## src/rtl/branch_predict_unit_if.sv

```systemverilog
`default_nettype none
// ============================================================================
//  Module   : branch_predict_unit_if
//  Purpose  : Bundle between pipeline (fetch / EX / ALU) and the branch
//             predict unit: flag write port, fetch prediction read port,
//             EX resolution port and the redirect/statistics outputs.
//  Revision : 1.0 - initial release
// ============================================================================
interface branch_predict_unit_if #(
    parameter int PC_W   = 16,
    parameter int STAT_W = 16
);
    // ALU flag write port, bit order [N,Z,V]
    logic [2:0]        flag_we;
    logic [2:0]        flag_in;
    logic [2:0]        flags_out;
    // fetch prediction port
    logic [PC_W-1:0]   pred_pc;
    logic              pred_taken;
    // EX resolution port
    logic              res_valid;
    logic [PC_W-1:0]   res_pc;
    logic [2:0]        res_cond;
    logic              res_pred_taken;
    logic [PC_W-1:0]   res_target;
    logic [PC_W-1:0]   res_fallthru;
    // redirect / status
    logic              mispredict;
    logic [PC_W-1:0]   redirect_pc;
    logic              taken_q;
    logic [STAT_W-1:0] mispred_cnt;

    // pipeline side
    modport master (
        output flag_we, flag_in, pred_pc,
        output res_valid, res_pc, res_cond, res_pred_taken, res_target, res_fallthru,
        input  flags_out, pred_taken, mispredict, redirect_pc, taken_q, mispred_cnt
    );

    // predictor side
    modport slave (
        input  flag_we, flag_in, pred_pc,
        input  res_valid, res_pc, res_cond, res_pred_taken, res_target, res_fallthru,
        output flags_out, pred_taken, mispredict, redirect_pc, taken_q, mispred_cnt
    );
endinterface
`default_nettype wire

```

## src/rtl/branch_predict_unit.sv

```systemverilog
`default_nettype none
// ============================================================================
//  Module   : branch_predict_unit
//  Purpose  : Owns the N/Z/V flag register and a direct-mapped table of
//             2-bit saturating counters. Resolves EX branches against the
//             bypassed flags, registers mispredict/redirect, trains the
//             table and keeps a saturating mispredict count.
//  Revision : 1.0 - initial release
// ============================================================================
module branch_predict_unit #(
    parameter int         PC_W     = 16,
    parameter int         IDX_W    = 4,
    parameter logic [1:0] CNT_INIT = 2'b01,
    parameter int         STAT_W   = 16
) (
    input  wire logic clk,
    input  wire logic rst,
    branch_predict_unit_if.slave bus
);

    localparam int                c_depth    = 1 << IDX_W;
    localparam logic [STAT_W-1:0] c_stat_max = {STAT_W{1'b1}};

    logic [2:0]        r_flags;
    logic [1:0]        r_table [c_depth];
    logic              r_mispredict;
    logic [PC_W-1:0]   r_redirect_pc;
    logic              r_taken;
    logic [STAT_W-1:0] r_mispred_cnt;

    logic [2:0]        w_eff;
    logic              w_n;
    logic              w_z;
    logic              w_v;
    logic              w_actual;
    logic              w_mis;
    logic [IDX_W-1:0]  w_res_idx;
    logic [IDX_W-1:0]  w_pred_idx;
    logic [1:0]        w_cnt_old;
    logic [1:0]        w_cnt_new;
    logic              w_unused_pc_bits;

    // A flag written this cycle is seen by a branch resolving this cycle.
    assign w_eff = (bus.flag_we & bus.flag_in) | (~bus.flag_we & r_flags);
    assign w_n   = w_eff[2];
    assign w_z   = w_eff[1];
    assign w_v   = w_eff[0];

    // PCs are halfword aligned, so bit 0 never selects an entry.
    assign w_res_idx  = bus.res_pc[IDX_W:1];
    assign w_pred_idx = bus.pred_pc[IDX_W:1];
    assign w_unused_pc_bits = ^{bus.res_pc[PC_W-1:IDX_W+1], bus.res_pc[0],
                                bus.pred_pc[PC_W-1:IDX_W+1], bus.pred_pc[0]};

    // Branch condition decode from the bypassed flags.
    always_comb begin
        w_actual = 1'b0;
        case (bus.res_cond)
            3'b000:  w_actual = ~w_z;
            3'b001:  w_actual = w_z;
            3'b010:  w_actual = ~w_z & ~w_n;
            3'b011:  w_actual = w_n;
            3'b100:  w_actual = w_z | ~w_n;
            3'b101:  w_actual = w_n | w_z;
            3'b110:  w_actual = w_v;
            default: w_actual = 1'b1;
        endcase
    end

    assign w_mis = w_actual != bus.res_pred_taken;

    // Saturating counter step toward the resolved outcome.
    always_comb begin
        w_cnt_old = r_table[w_res_idx];
        w_cnt_new = w_cnt_old;
        if (w_actual) begin
            if (w_cnt_old != 2'b11) w_cnt_new = w_cnt_old + 2'd1;
        end else begin
            if (w_cnt_old != 2'b00) w_cnt_new = w_cnt_old - 2'd1;
        end
    end

    // Flag register, predictor table and resolution outputs.
    always_ff @(posedge clk) begin
        if (rst) begin
            r_flags       <= 3'b000;
            r_mispredict  <= 1'b0;
            r_redirect_pc <= '0;
            r_taken       <= 1'b0;
            r_mispred_cnt <= '0;
            for (int i = 0; i < c_depth; i++) begin
                r_table[i] <= CNT_INIT;
            end
        end else begin
            r_flags <= w_eff;
            if (bus.res_valid) begin
                r_taken              <= w_actual;
                r_mispredict         <= w_mis;
                r_redirect_pc        <= w_actual ? bus.res_target : bus.res_fallthru;
                r_table[w_res_idx]   <= w_cnt_new;
                if (w_mis && (r_mispred_cnt != c_stat_max)) begin
                    r_mispred_cnt <= r_mispred_cnt + 1'b1;
                end
            end else begin
                r_mispredict <= 1'b0;
            end
        end
    end

    // Prediction reads the pre-update counter.
    assign bus.pred_taken  = r_table[w_pred_idx][1];
    assign bus.flags_out   = r_flags;
    assign bus.mispredict  = r_mispredict;
    assign bus.redirect_pc = r_redirect_pc;
    assign bus.taken_q     = r_taken;
    assign bus.mispred_cnt = r_mispred_cnt;

endmodule
`default_nettype wire

```

## src/flat_wrapper.sv

```systemverilog
// flat-port wrapper written by rule: the top's interface ports become plain ports
module branch_predict_unit_flat 
#(
    parameter int         PC_W     = 16,
    parameter int         IDX_W    = 4,
    parameter logic [1:0] CNT_INIT = 2'b01,
    parameter int         STAT_W   = 16
)
  (clk, rst, bus_flag_we, bus_flag_in, bus_pred_pc, bus_res_valid, bus_res_pc, bus_res_cond, bus_res_pred_taken, bus_res_target, bus_res_fallthru, bus_flags_out, bus_pred_taken, bus_mispredict, bus_redirect_pc, bus_taken_q, bus_mispred_cnt);
  branch_predict_unit_if #(.PC_W(PC_W), .STAT_W(STAT_W)) bus_i ();
  input  wire logic clk;
  input  wire logic rst;
  input wire logic [$bits(bus_i.flag_we)-1:0] bus_flag_we;
  input wire logic [$bits(bus_i.flag_in)-1:0] bus_flag_in;
  input wire logic [$bits(bus_i.pred_pc)-1:0] bus_pred_pc;
  input wire logic [$bits(bus_i.res_valid)-1:0] bus_res_valid;
  input wire logic [$bits(bus_i.res_pc)-1:0] bus_res_pc;
  input wire logic [$bits(bus_i.res_cond)-1:0] bus_res_cond;
  input wire logic [$bits(bus_i.res_pred_taken)-1:0] bus_res_pred_taken;
  input wire logic [$bits(bus_i.res_target)-1:0] bus_res_target;
  input wire logic [$bits(bus_i.res_fallthru)-1:0] bus_res_fallthru;
  output wire logic [$bits(bus_i.flags_out)-1:0] bus_flags_out;
  output wire logic [$bits(bus_i.pred_taken)-1:0] bus_pred_taken;
  output wire logic [$bits(bus_i.mispredict)-1:0] bus_mispredict;
  output wire logic [$bits(bus_i.redirect_pc)-1:0] bus_redirect_pc;
  output wire logic [$bits(bus_i.taken_q)-1:0] bus_taken_q;
  output wire logic [$bits(bus_i.mispred_cnt)-1:0] bus_mispred_cnt;
  assign bus_i.flag_we = bus_flag_we;
  assign bus_i.flag_in = bus_flag_in;
  assign bus_i.pred_pc = bus_pred_pc;
  assign bus_i.res_valid = bus_res_valid;
  assign bus_i.res_pc = bus_res_pc;
  assign bus_i.res_cond = bus_res_cond;
  assign bus_i.res_pred_taken = bus_res_pred_taken;
  assign bus_i.res_target = bus_res_target;
  assign bus_i.res_fallthru = bus_res_fallthru;
  assign bus_flags_out = bus_i.flags_out;
  assign bus_pred_taken = bus_i.pred_taken;
  assign bus_mispredict = bus_i.mispredict;
  assign bus_redirect_pc = bus_i.redirect_pc;
  assign bus_taken_q = bus_i.taken_q;
  assign bus_mispred_cnt = bus_i.mispred_cnt;
  branch_predict_unit #(.PC_W(PC_W), .IDX_W(IDX_W), .CNT_INIT(CNT_INIT), .STAT_W(STAT_W)) u_core (.clk(clk), .rst(rst), .bus(bus_i));
endmodule
```

## config.mk

```make
export PLATFORM = sky130hd
export DESIGN_NAME = branch_predict_unit_flat
export DESIGN_NICKNAME = d
export VERILOG_FILES = /design/src/rtl/branch_predict_unit_if.sv /design/src/rtl/branch_predict_unit.sv /design/src/flat_wrapper.sv
export SDC_FILE = /design/constraint.sdc
export NUM_CORES = 1
export LEC_CHECK = 0
export BUFFER_PORTS_ARGS = -buffer_cell sky130_fd_sc_hd__buf_2
export CAP_MARGIN = 40
export CORE_MARGIN = 4
export CORE_UTILIZATION = 35
export DETAILED_ROUTE_END_ITERATION = 10
export PLACE_DENSITY = 0.58
export SYNTH_ARGS = -nofsm -noshare
export SYNTH_HDL_FRONTEND = slang
export SYNTH_SLANG_ARGS = --single-unit
```

## constraint.sdc

```tcl
create_clock -name clk -period 2.6 [get_ports clk]
set_input_delay 0.26 -clock clk [delete_from_list [all_inputs] [get_ports clk]]
set_output_delay 0.26 -clock clk [all_outputs]
set_load 0.01 [all_outputs]
```

==> run metrics <==
CTS root buffer clkbuf_8; multiplexer share of the synthesized area 15.3%; Slew Limit Headroom 61.0%; worst hold path depth 3; Worst EP required 2.83 ns; critical path, cell by cell mux2_4 -> or3_4 -> a311o_4 -> a2111oi_4 -> o211a_1 -> mux2_1; via density per instance 5.19; IO Port Bufs 90; DRC 0; placed cell count 599; sequential cell fraction of total power 48.1%; vias post-DR 3,192; Layout Cells excl Fill 615; pre-CTS setup slack 0.0601 ns; largest family of logic cells by synthesized area simple AND/OR/NAND/NOR gates; max-slew violation count 0; #FFs+latches synth 69; nets@finish 552; ys async rst share 0%; GRT overflow 0; Post-CTS Setup Repair Bufs 0; Yosys cell types 52; die area 0.0126 mm²; Power Total 2.50 mW; area of the multi-input gates 0.00198 mm²; area growth from synthesis to layout 21.4%; total CTS buffers 9; Worst Hold Class primary input to flop; FILL cells 1,065; vias in the first global route 3,302; EDFF count, synth 32; Worst Setup Start Kind flop; top layer in use met4; met2 wire len 4620 µm; Synth Area in Compound Gates 9.40%; Mapped Cells 382; DRT Pass-1 Iters 4; clock power share 36.3%; Syn Nets 460; DIE WIDTH 112 µm; WL/cell 15.2 µm; share of cells above drive strength 1 33.8%; Worst Path Arrival 2.68 ns; status completed; post-synthesis xor/xnor area fraction 0%; CP max-delay cell a311o_4; Metal-1 WL 3990 µm; Tot GR Track Use 15.3%; CTS max path bufs 2; ys flop type dfxtp_1; switching power 0.669 mW; worst vdd ir 0.239 mV; max-cap violations 0; hpwl dp 6790 µm; GP Congestion 0.820; Setup WS post-layout 0.149 ns; met3 WL 607 µm; area occupied by registers 0.00170 mm²; P_leak 1.86 nW; Worst Reg2Reg Path Length in Cells 6; Logic pwr share 15.7%; switching part of the total 26.8%; Least-Margin Pin Slew 0.582 ns; clock-pin slew of the registers on the worst-case setup and hold paths 0.08 ns; P_int 1.83 mW; Worst R2R Setup Slack 0.15 ns; crit end category flop; first-pass GRT wire length 15,700 µm; Final Skew 0.00756 ns; row cnt 37; Syn. warnings 0; initial antenna violation count 0; TNS Setup 0 ns; Syn Std Cell Area 0.00379 mm²; Synth Area per Inst 9.93 µm²; final hold violations 0; crit path buf inv count 0; H-Tree Depth 3; simple-gate portion of the synthesized area 26.3%; Critical Path Max Stage Delay 0.43 ns; sequential area share after synthesis 44.8%; Total Wirelength 9330 µm; Tmin final 2.45 ns; RSZ-0062 raised after global routing false; FMAX 408 MHz; CP top delay family compound AO/OA/AOI/OAI gates; largest net degree at the start of global routing 55; cell area power density 542 mW/mm²; Adder-Cell Fraction of Synth Area 0.923%; worst-path maximum fanout 5; boundary pin count 115; CTS tree yes; number of diodes 0; core area 0.0105 mm²; fin crit share 94.3%; Clock Latency Late Sink 0.34 ns; CP Class flop to flop; final setup violation count 0; Worst path depth 6; Initial Util 36.3%; Die Y 112 µm; Detail Route Antenna Nets 0; clk sinks 69; First DRT Iteration DRCs 162
==> area by class of cell <==
cell class / count / area share (%)
inverter: 5 / 0.407
multi-input combinational: 288 / 42.9
clock buffer: 13 / 4.16
tap: 136 / 3.69
sequential: 69 / 36.9
timing repair buffer: 101 / 11.6
clock inverter: 3 / 0.326
==> final timing paths <==
path | startpoint | to
setup / recovery | u_core.bus.flags_out[1] | u_core.bus.mispred_cnt[8]
hold / removal | bus_res_fallthru[7] | u_core.bus.redirect_pc[7]
setup reg to reg | u_core.bus.flags_out[1] | u_core.bus.mispred_cnt[8]
hold reg to reg | u_core.bus.redirect_pc[8] | u_core.bus.redirect_pc[8]
==> logic make-up (layout without fill, tap and decap cells) <==
logic type / after synthesis / count (layout)
AND/OR/NAND/NOR: 206 / 206
multiplexers: 38 / 38
adder cells (fa/ha/maj): 3 / 3
buffers and inverters: 25 / 122
AO/OA/AOI/OAI: 41 / 41
flip-flops: 69 / 69
==> through the flow <==
step / hold WS [ns] / util [%] / cell area (µm²)
2_1_floorplan: 0.419 / - / 3790
3_3_place_gp: 0.469 / 42.0 / 4390
3_5_place_dp: 0.474 / 42.0 / 4390
4_1_cts: 0.149 / 44.0 / 4600
5_1_grt: 0.152 / 44.0 / 4610
6_report: 0.168 / 44.0 / 4610
==> flip-flops by register name, indices dropped and copies added (netlist names) <==
| register | count |
|---|---|
| u_core.bus.flags_out | 3 |
| u_core.bus.mispred_cnt | 16 |
| u_core.bus.mispredict | 1 |
| u_core.bus.redirect_pc | 16 |
| u_core.bus.taken_q | 1 |
| u_core.r_table | 32 |
==> timing repair <==
| action | CTS | global route |
|---|---|---|
| endpoints found under the setup margin | 0 | 6 |
| hold buffers | 0 | 0 |
| gates resized for setup | 0 | 1 |
==> cells in the final DEF (no fill, tap or decap), types with 3 or more instances in the layout <==
cell type  count
dfxtp_1       37
nand4_1        8
nor3_1         9
nand2b_1      16
inv_1          5
nor2b_1       18
and3_1         6
nor3b_1        3
clkbuf_8      10
clkinv_2       3
buf_2         90
mux2i_1        7
or2_2          5
buf_4         11
nand3_1       13
a21oi_1        8
mux4_2        14
nand2_1       60
a311oi_1      16
edfxtp_1      32
mux2_2        14
nor2_1        56
==> per-layer routing <==
layer / GRT usage [%] / vias up
met2: 26.2 / 81
li1: - / 1576
met5: 0 / -
met4: 4.73 / 0
met3: 5.23 / 12
met1: 18.0 / 1523
==> tightest hold or removal path: stages <==
cell      delay (ns)
buf_2           0.10
nand2_1         0.04
a311oi_1        0.07
==> synth_stat cells (7+ instances only) <==
library cell  count  area (µm²)
nor2_1           56         210
nand3_1          13        65.1
a311oi_1         16         140
nand4_1           8        50.1
edfxtp_1         32         961
a21oi_1           8        40.0
mux2_2           14         158
nor3_1            9        45.0
mux4_2           14         315
nand2_1          60         225
clkbuf_1         12        45.0
mux2i_1           7        70.1
dfxtp_1          37         741
nand2b_1         16         100
nor2b_1          18         113
==> power groups by stage <==
stage | registers, mW | logic (mW) | clock network (mW)
6_report | 1.20 | 0.391 | 0.905
5_1_grt | 1.21 | 0.436 | 0.969
4_1_cts | 1.20 | 0.395 | 0.934
3_5_place_dp | 1.22 | 0.394 | 0
3_3_place_gp | 1.22 | 0.387 | 0
2_1_floorplan | 1.23 | 0.238 | 0
No activity file was read; power rests on OpenSTA's default activity.
